**config.mk**
```make
export PLATFORM = sky130hd
export DESIGN_NAME = alu_pipeline
export DESIGN_NICKNAME = d
export VERILOG_FILES = /design/src/rtl/alu_pipeline_pkg.sv /design/src/rtl/alu_pipeline_core.sv /design/src/rtl/alu_pipeline.sv
export SDC_FILE = /design/constraint.sdc
export NUM_CORES = 1
export LEC_CHECK = 0
export ABC_AREA = 0
export BUFFER_PORTS_ARGS = -buffer_cell sky130_fd_sc_hd__buf_4
export CAP_MARGIN = 10
export CORE_ASPECT_RATIO = 0.9
export CORE_MARGIN = 5
export CORE_UTILIZATION = 65
export CTS_BUF_LIST = sky130_fd_sc_hd__clkbuf_8
export CTS_CLUSTER_DIAMETER = 80
export DETAILED_ROUTE_END_ITERATION = 8
export PLACE_DENSITY = 0.89
export SLEW_MARGIN = 20
export SYNTH_ARGS = -nofsm -noshare
export SYNTH_HDL_FRONTEND = slang
export SYNTH_HIERARCHICAL = 1
export SYNTH_SLANG_ARGS = --single-unit
```
**constraint.sdc**
```tcl
create_clock -name clk_i -period 8.6 [get_ports clk_i]
set_input_delay 1.72 -clock clk_i [delete_from_list [all_inputs] [get_ports clk_i]]
set_output_delay 1.72 -clock clk_i [all_outputs]
set_load 0.1 [all_outputs]
```
**src/rtl/alu_pipeline_pkg.sv**
```systemverilog
// Shared types for the two-stage ALU pipeline: the 3-bit opcode encoding and the
// packed status-flag bundle produced alongside every result.
package alu_pipeline_pkg;

  typedef enum logic [2:0] {
    OP_ADD = 3'd0,
    OP_SUB = 3'd1,
    OP_AND = 3'd2,
    OP_OR  = 3'd3,
    OP_XOR = 3'd4,
    OP_SHL = 3'd5,
    OP_SHR = 3'd6,
    OP_SRA = 3'd7
  } op_t;

  typedef struct packed {
    logic carry;
    logic zero;
    logic neg;
    logic ovf;
  } flags_t;

endpackage

```
**src/rtl/alu_pipeline_core.sv**
```systemverilog
// Combinational ALU datapath: result and flags for one operation, zero latency.
// No state and no handshake; the enclosing pipeline registers its outputs.
module alu_core
  import alu_pipeline_pkg::*;
#(
  parameter int WIDTH = 8
) (
  input  op_t              op,
  input  logic [WIDTH-1:0] a,
  input  logic [WIDTH-1:0] b,
  output logic [WIDTH-1:0] result,
  output flags_t           flags
);

  localparam int SHW = $clog2(WIDTH);
  localparam int MSB = WIDTH - 1;

  logic [WIDTH:0]   sum;
  logic [WIDTH:0]   diff;
  logic [SHW-1:0]   shamt;
  logic [WIDTH-1:0] res;
  logic             carry;
  logic             ovf;

  assign sum   = {1'b0, a} + {1'b0, b};
  // The borrow lands in the extra top bit of the widened subtraction.
  assign diff  = {1'b0, a} - {1'b0, b};
  assign shamt = b[SHW-1:0];

  always_comb begin
    res   = '0;
    carry = 1'b0;
    ovf   = 1'b0;
    case (op)
      OP_ADD: begin
        {carry, res} = sum;
        ovf = (a[MSB] == b[MSB]) && (res[MSB] != a[MSB]);
      end
      OP_SUB: begin
        {carry, res} = diff;
        ovf = (a[MSB] != b[MSB]) && (res[MSB] != a[MSB]);
      end
      OP_AND:  res = a & b;
      OP_OR:   res = a | b;
      OP_XOR:  res = a ^ b;
      OP_SHL:  res = a << shamt;
      OP_SHR:  res = a >> shamt;
      OP_SRA:  res = $unsigned($signed(a) >>> shamt);
      default: res = '0;
    endcase
  end

  assign result      = res;
  assign flags.carry = carry;
  assign flags.zero  = (res == '0);
  assign flags.neg   = res[MSB];
  assign flags.ovf   = ovf;

endmodule

```
**src/rtl/alu_pipeline.sv**
```systemverilog
// Two-stage ALU pipeline: operand register, then result/flag register; 2-cycle latency.
// Valid/ready on both sides; a stalled output holds steady and stalls stage 1 behind it.
module alu_pipeline
  import alu_pipeline_pkg::*;
#(
  parameter int WIDTH = 8
) (
  input  logic             clk_i,
  input  logic             rst_i,
  input  logic             in_valid_i,
  output logic             in_ready_o,
  input  logic [2:0]       op_i,
  input  logic [WIDTH-1:0] op_a_i,
  input  logic [WIDTH-1:0] op_b_i,
  output logic             out_valid_o,
  input  logic             out_ready_i,
  output logic [WIDTH-1:0] result_o,
  output logic             carry_o,
  output logic             zero_o,
  output logic             neg_o,
  output logic             ovf_o,
  output logic [15:0]      op_count_o
);

  logic             s1_valid;
  op_t              s1_op;
  logic [WIDTH-1:0] s1_a;
  logic [WIDTH-1:0] s1_b;

  logic             s2_valid;
  logic [WIDTH-1:0] s2_result;
  flags_t           s2_flags;
  logic [15:0]      count;

  logic [WIDTH-1:0] core_result;
  flags_t           core_flags;
  logic             s2_load;

  assign s2_load    = !s2_valid || out_ready_i;
  assign in_ready_o = !s1_valid || s2_load;

  always_ff @(posedge clk_i or negedge rst_i) begin
    if (!rst_i) begin
      s1_valid <= 1'b0;
      s1_op    <= OP_ADD;
      s1_a     <= '0;
      s1_b     <= '0;
    end else if (in_ready_o) begin
      s1_valid <= in_valid_i;
      s1_op    <= op_t'(op_i);
      s1_a     <= op_a_i;
      s1_b     <= op_b_i;
    end
  end

  alu_core #(.WIDTH(WIDTH)) u_core (
    .op     (s1_op),
    .a      (s1_a),
    .b      (s1_b),
    .result (core_result),
    .flags  (core_flags)
  );

  // Result data only moves when a real operation arrives, so a drained stage 2 keeps its last value.
  always_ff @(posedge clk_i or negedge rst_i) begin
    if (!rst_i) begin
      s2_valid  <= 1'b0;
      s2_result <= '0;
      s2_flags  <= '0;
    end else if (s2_load) begin
      s2_valid <= s1_valid;
      if (s1_valid) begin
        s2_result <= core_result;
        s2_flags  <= core_flags;
      end
    end
  end

  always_ff @(posedge clk_i or negedge rst_i) begin
    if (!rst_i) begin
      count <= '0;
    end else if (s2_valid && out_ready_i) begin
      count <= count + 16'd1;
    end
  end

  assign out_valid_o = s2_valid;
  assign result_o    = s2_result;
  assign carry_o     = s2_flags.carry;
  assign zero_o      = s2_flags.zero;
  assign neg_o       = s2_flags.neg;
  assign ovf_o       = s2_flags.ovf;
  assign op_count_o  = count;

endmodule

```
==> impl_metrics.tcl <==
set metrics [dict create \
    timing.final.crit_share_pct 56.29 \
    max_slew.worst_pin.slew_ns 1.011 \
    yosys_most_used_dff "sky130_fd_sc_hd__dfrtp_1" \
    cts-hold-fix-buffers 0 \
    globalRouteOverflowTotal 0 \
    yosys-mux-area-fraction_pct 16.82 \
    path_cells "buf_4 > nand3b_1 > buf_4" \
    finish.cell_count_without_fillers 499 \
    drt_iter0_drc 265 \
    finished_layout_cell_area_mm2 0.004268 \
    crit_arrival_ns 3.12 \
    max_clock_freq_ghz 0.2066 \
    busiest_layer "met2" \
    synth_xor_xnor_area_share_pct 4.556 \
    gr-usage-met1_pct 34.99 \
    mappedNetlistArea_mm2 0.003845 \
    p_switching_w 0.0005526 \
    drt_pass1_iterations 4 \
    max_stage_delay_ns 0.74 \
    synth_enable_flop_cells 0 \
    fill_cell_count 408 \
    mappedNetlistNets 444 \
    grt_start_max_net_pins 50 \
    min-delay-path-class "reg2reg" \
    final_layout_size_suffix_gt1_share_pct 26.81 \
    internal-power_w 0.0005155 \
    finalHoldWorstSlack_ns 0.4921 \
    total_leakage_power_nw 1.967 \
    die_y_um 82.97 \
    gr-usage-met3_pct 4.882 \
    drc 0 \
    synth-compound-area-share_pct 15.10 \
    power.combinational.fraction_pct 54.7 \
    grt_setup_unrepaired "no" \
    postSynth.asyncResetShare_pct 100.0 \
    clkTransAtPathRegs_ns 0.10 \
    min_delay_path_depth 1 \
    detailed_place.area_mm2 0.004170 \
    synth_seq_area_share_pct 31.89 \
    clock_skew_ns 0.01019 \
    ctsHtreeMaxLevel 2 \
    gate_count_after_technology_mapping 393 \
    post-cts-setup-buffers 0 \
    timing.final.setup_violations 0 \
    effective_utilization_at_floorplan_pct 67.15 \
    grtUsageTotal_pct 23.51 \
    detailroute.via_count 3204 \
    cts-buffers-inserted 5 \
    design.core.area_mm2 0.005725 \
    wl_per_cell_um 17.79 \
    worst_ep_required_time_ns 6.88 \
    finalSetupTns_ns 0 \
    sequential_cell_area_mm2 0.001226 \
    slew_headroom_pct 32.63 \
    status "completed" \
    largest_family_of_logic_cells_by_synthesized_area "multiplexers" \
    drt-total-wl_mm 8.876 \
    gp_congestion 0.9225 \
    regToRegEndpoint "zero_o" \
    final_hold_viol_count 0 \
    grt_first_pass_wirelength_mm 14.94 \
    port_buffers 52 \
    crit_type "in2out" \
    multiInputGateArea_mm2 0.002369 \
    post_synth.cell_area_avg_um2 9.784 \
    antenna_cells 0 \
    routed_via_density 6.421 \
    floorplan.die_area_mm2 0.007556 \
    worst_setup_path_startpoint "out_ready_i" \
    hold-path-endpoint "op_count_o[15]" \
    std_cell_rows 26 \
    clock_sinks 49 \
    clock-root-buffer "sky130_fd_sc_hd__clkbuf_8" \
    setup.reg_to_reg.worst_slack_ns 4.88 \
    timing.final.max_slew_violations 0 \
    overall_die_width_um 91.07 \
    synth.distinct_cells 62 \
    critical_path.endpoint_type "primary output" \
    critical_path_peak_fanout 21 \
    crit_path_start_kind "input port" \
    finalCriticalPeriod_ns 4.841 \
    share_clk_of_total_power_pct 13.6 \
    fin_nets 479 \
    dp.cells 491 \
    reg2reg_depth 10 \
    cts_tree "built" \
    power.share.switching_pct 51.73 \
    critical_path.most_common_cell "sky130_fd_sc_hd__buf_4" \
    first_global_vias 3042 \
    slowest_stage_cell_cp "sky130_fd_sc_hd__nand3b_1" \
    synth_simple_gate_area_share_pct 15.62 \
    ys_seq_elements 49 \
    io_pins 53 \
    initial_antenna_violation_count 0 \
    post_cts.resized_instances 0 \
    layout-area-overhead-vs-synth_pct 11.00 \
    peakVddDrop_uv 281.6 \
    detailed_place_hpwl_mm 6.600 \
    post_synth_fa_ha_maj_area_fraction_pct 9.502 \
    yosys_warnings 6 \
    cts_buffer_depth 2 \
    power_density_mw_per_mm2 250.3 \
    power.share.sequential_pct 31.7 \
    cap_violations 0 \
    clk-insertion-delay-late_ns 0.30 \
    worst_r2r_startpoint "s1_b[1]" \
    grt_use_met2_pct 35.91 \
    drtAntennaViolNets 0 \
    hold_path.startpoint "op_count_o[15]" \
]
-- placed cells by master (no fill, tap or decap), types with 3 or more instances in the layout --
cell type,instances
sky130_fd_sc_hd__buf_4,52
sky130_fd_sc_hd__dfrtp_1,49
sky130_fd_sc_hd__nand2_1,34
sky130_fd_sc_hd__ha_1,26
sky130_fd_sc_hd__inv_1,24
sky130_fd_sc_hd__mux2_2,23
sky130_fd_sc_hd__a21oi_1,23
sky130_fd_sc_hd__nor2_1,16
sky130_fd_sc_hd__xnor2_1,14
sky130_fd_sc_hd__nand2b_1,10
sky130_fd_sc_hd__mux2_4,10
sky130_fd_sc_hd__nor3_1,9
sky130_fd_sc_hd__o22ai_1,9
sky130_fd_sc_hd__nand3_1,8
sky130_fd_sc_hd__mux2i_1,8
sky130_fd_sc_hd__o21ai_0,8
sky130_fd_sc_hd__nand4_1,7
sky130_fd_sc_hd__o211ai_1,7
sky130_fd_sc_hd__xor2_1,6
sky130_fd_sc_hd__nor3_2,5
sky130_fd_sc_hd__clkbuf_8,5
sky130_fd_sc_hd__mux4_2,5
sky130_fd_sc_hd__mux2_1,4
sky130_fd_sc_hd__and3_1,4
sky130_fd_sc_hd__o21bai_1,4
sky130_fd_sc_hd__o221ai_1,4
sky130_fd_sc_hd__nand3b_1,3
sky130_fd_sc_hd__o21ai_1,3
sky130_fd_sc_hd__a31oi_1,3
sky130_fd_sc_hd__a21o_1,3
-- worst max path at each step --
| stage | endpoint | slack [ns] |
|---|---|---|
| after floorplan | in_ready_o | 4.66 |
| after global placement | in_ready_o | 3.81 |
| after detailed placement | in_ready_o | 3.76 |
| after CTS | in_ready_o | 3.76 |
| after global routing | in_ready_o | 3.66 |
| final | in_ready_o | 3.76 |
-- cells by family after synthesis --
group / count (synthesis)
AND/OR/NAND/NOR: 111
AO/OA/AOI/OAI: 85
buffers and inverters: 50
multiplexers: 50
flip-flops: 49
adder cells (fa/ha/maj): 28
XOR/XNOR: 20
-- flip-flops by register name, summed over array words and instances (netlist names) --
name         count
s1_op            3
carry_o          1
zero_o           1
s1_valid         1
s1_b             8
neg_o            1
s1_a             8
result_o         8
out_valid_o      1
op_count_o      16
ovf_o            1
-- final cells by class --
type / instances / share of cell area, %
Clock buffer: 5 / 1.612
Inverter: 26 / 2.287
Timing Repair Buffer: 52 / 9.147
Multi-Input combinational cell: 294 / 55.50
Clock inverter: 3 / 0.6743
Tap cell: 70 / 2.052
Sequential cell: 49 / 28.73
-- Yosys cell counts, types with 8 or more instances --
master	count	area share, %
sky130_fd_sc_hd__ha_1	26	8.5
sky130_fd_sc_hd__inv_1	24	2.3
sky130_fd_sc_hd__mux2_2	23	6.7
sky130_fd_sc_hd__nand2b_1	10	1.6
sky130_fd_sc_hd__nor3_1	9	1.2
sky130_fd_sc_hd__o22ai_1	9	1.5
sky130_fd_sc_hd__nand3_1	8	1.0
sky130_fd_sc_hd__nand2_1	34	3.3
sky130_fd_sc_hd__o21ai_0	8	1.0
sky130_fd_sc_hd__a21oi_1	23	3.0
sky130_fd_sc_hd__mux2i_1	8	2.1
sky130_fd_sc_hd__nor2_1	16	1.6
sky130_fd_sc_hd__xnor2_1	14	3.2
sky130_fd_sc_hd__mux2_4	10	3.9
sky130_fd_sc_hd__dfrtp_1	49	32
-- routing by layer --
metal / vias to the layer above / share of wire, %
li1: 1478 / -
met1: 1533 / 45
met2: 175 / 46
met3: 18 / 8.7
met4: 0 / 1.2
met5: - / 0
-- worst max-delay path, delay by kind of cell --
| family | cells | cell delay, ns |
|---|---|---|
| simple gates | 1 | 0.74 |
| buf+inv | 2 | 0.65 |
-- per-stage QoR --
stage,setup WS (ns),power (W),util [%]
final,3.759,0.001068,74.54
after global placement,3.808,0.0009125,72.84
after CTS,3.757,0.001072,74.54
after detailed placement,3.760,0.0009244,72.84
after global routing,3.660,0.001124,74.54
after floorplan,4.663,0.0008053,-
-- power by group through the flow --
stage	Clock [W]	Sequential [W]	Combinational [W]
2_1_floorplan	0	0.000564	0.000241
6_report	0.000145	0.000339	0.000584
3_3_place_gp	0	0.000340	0.000573
3_5_place_dp	0	0.000343	0.000582
4_1_cts	0.000151	0.000338	0.000583
5_1_grt	0.000159	0.000348	0.000617
Power figures use the tool's default switching activity.
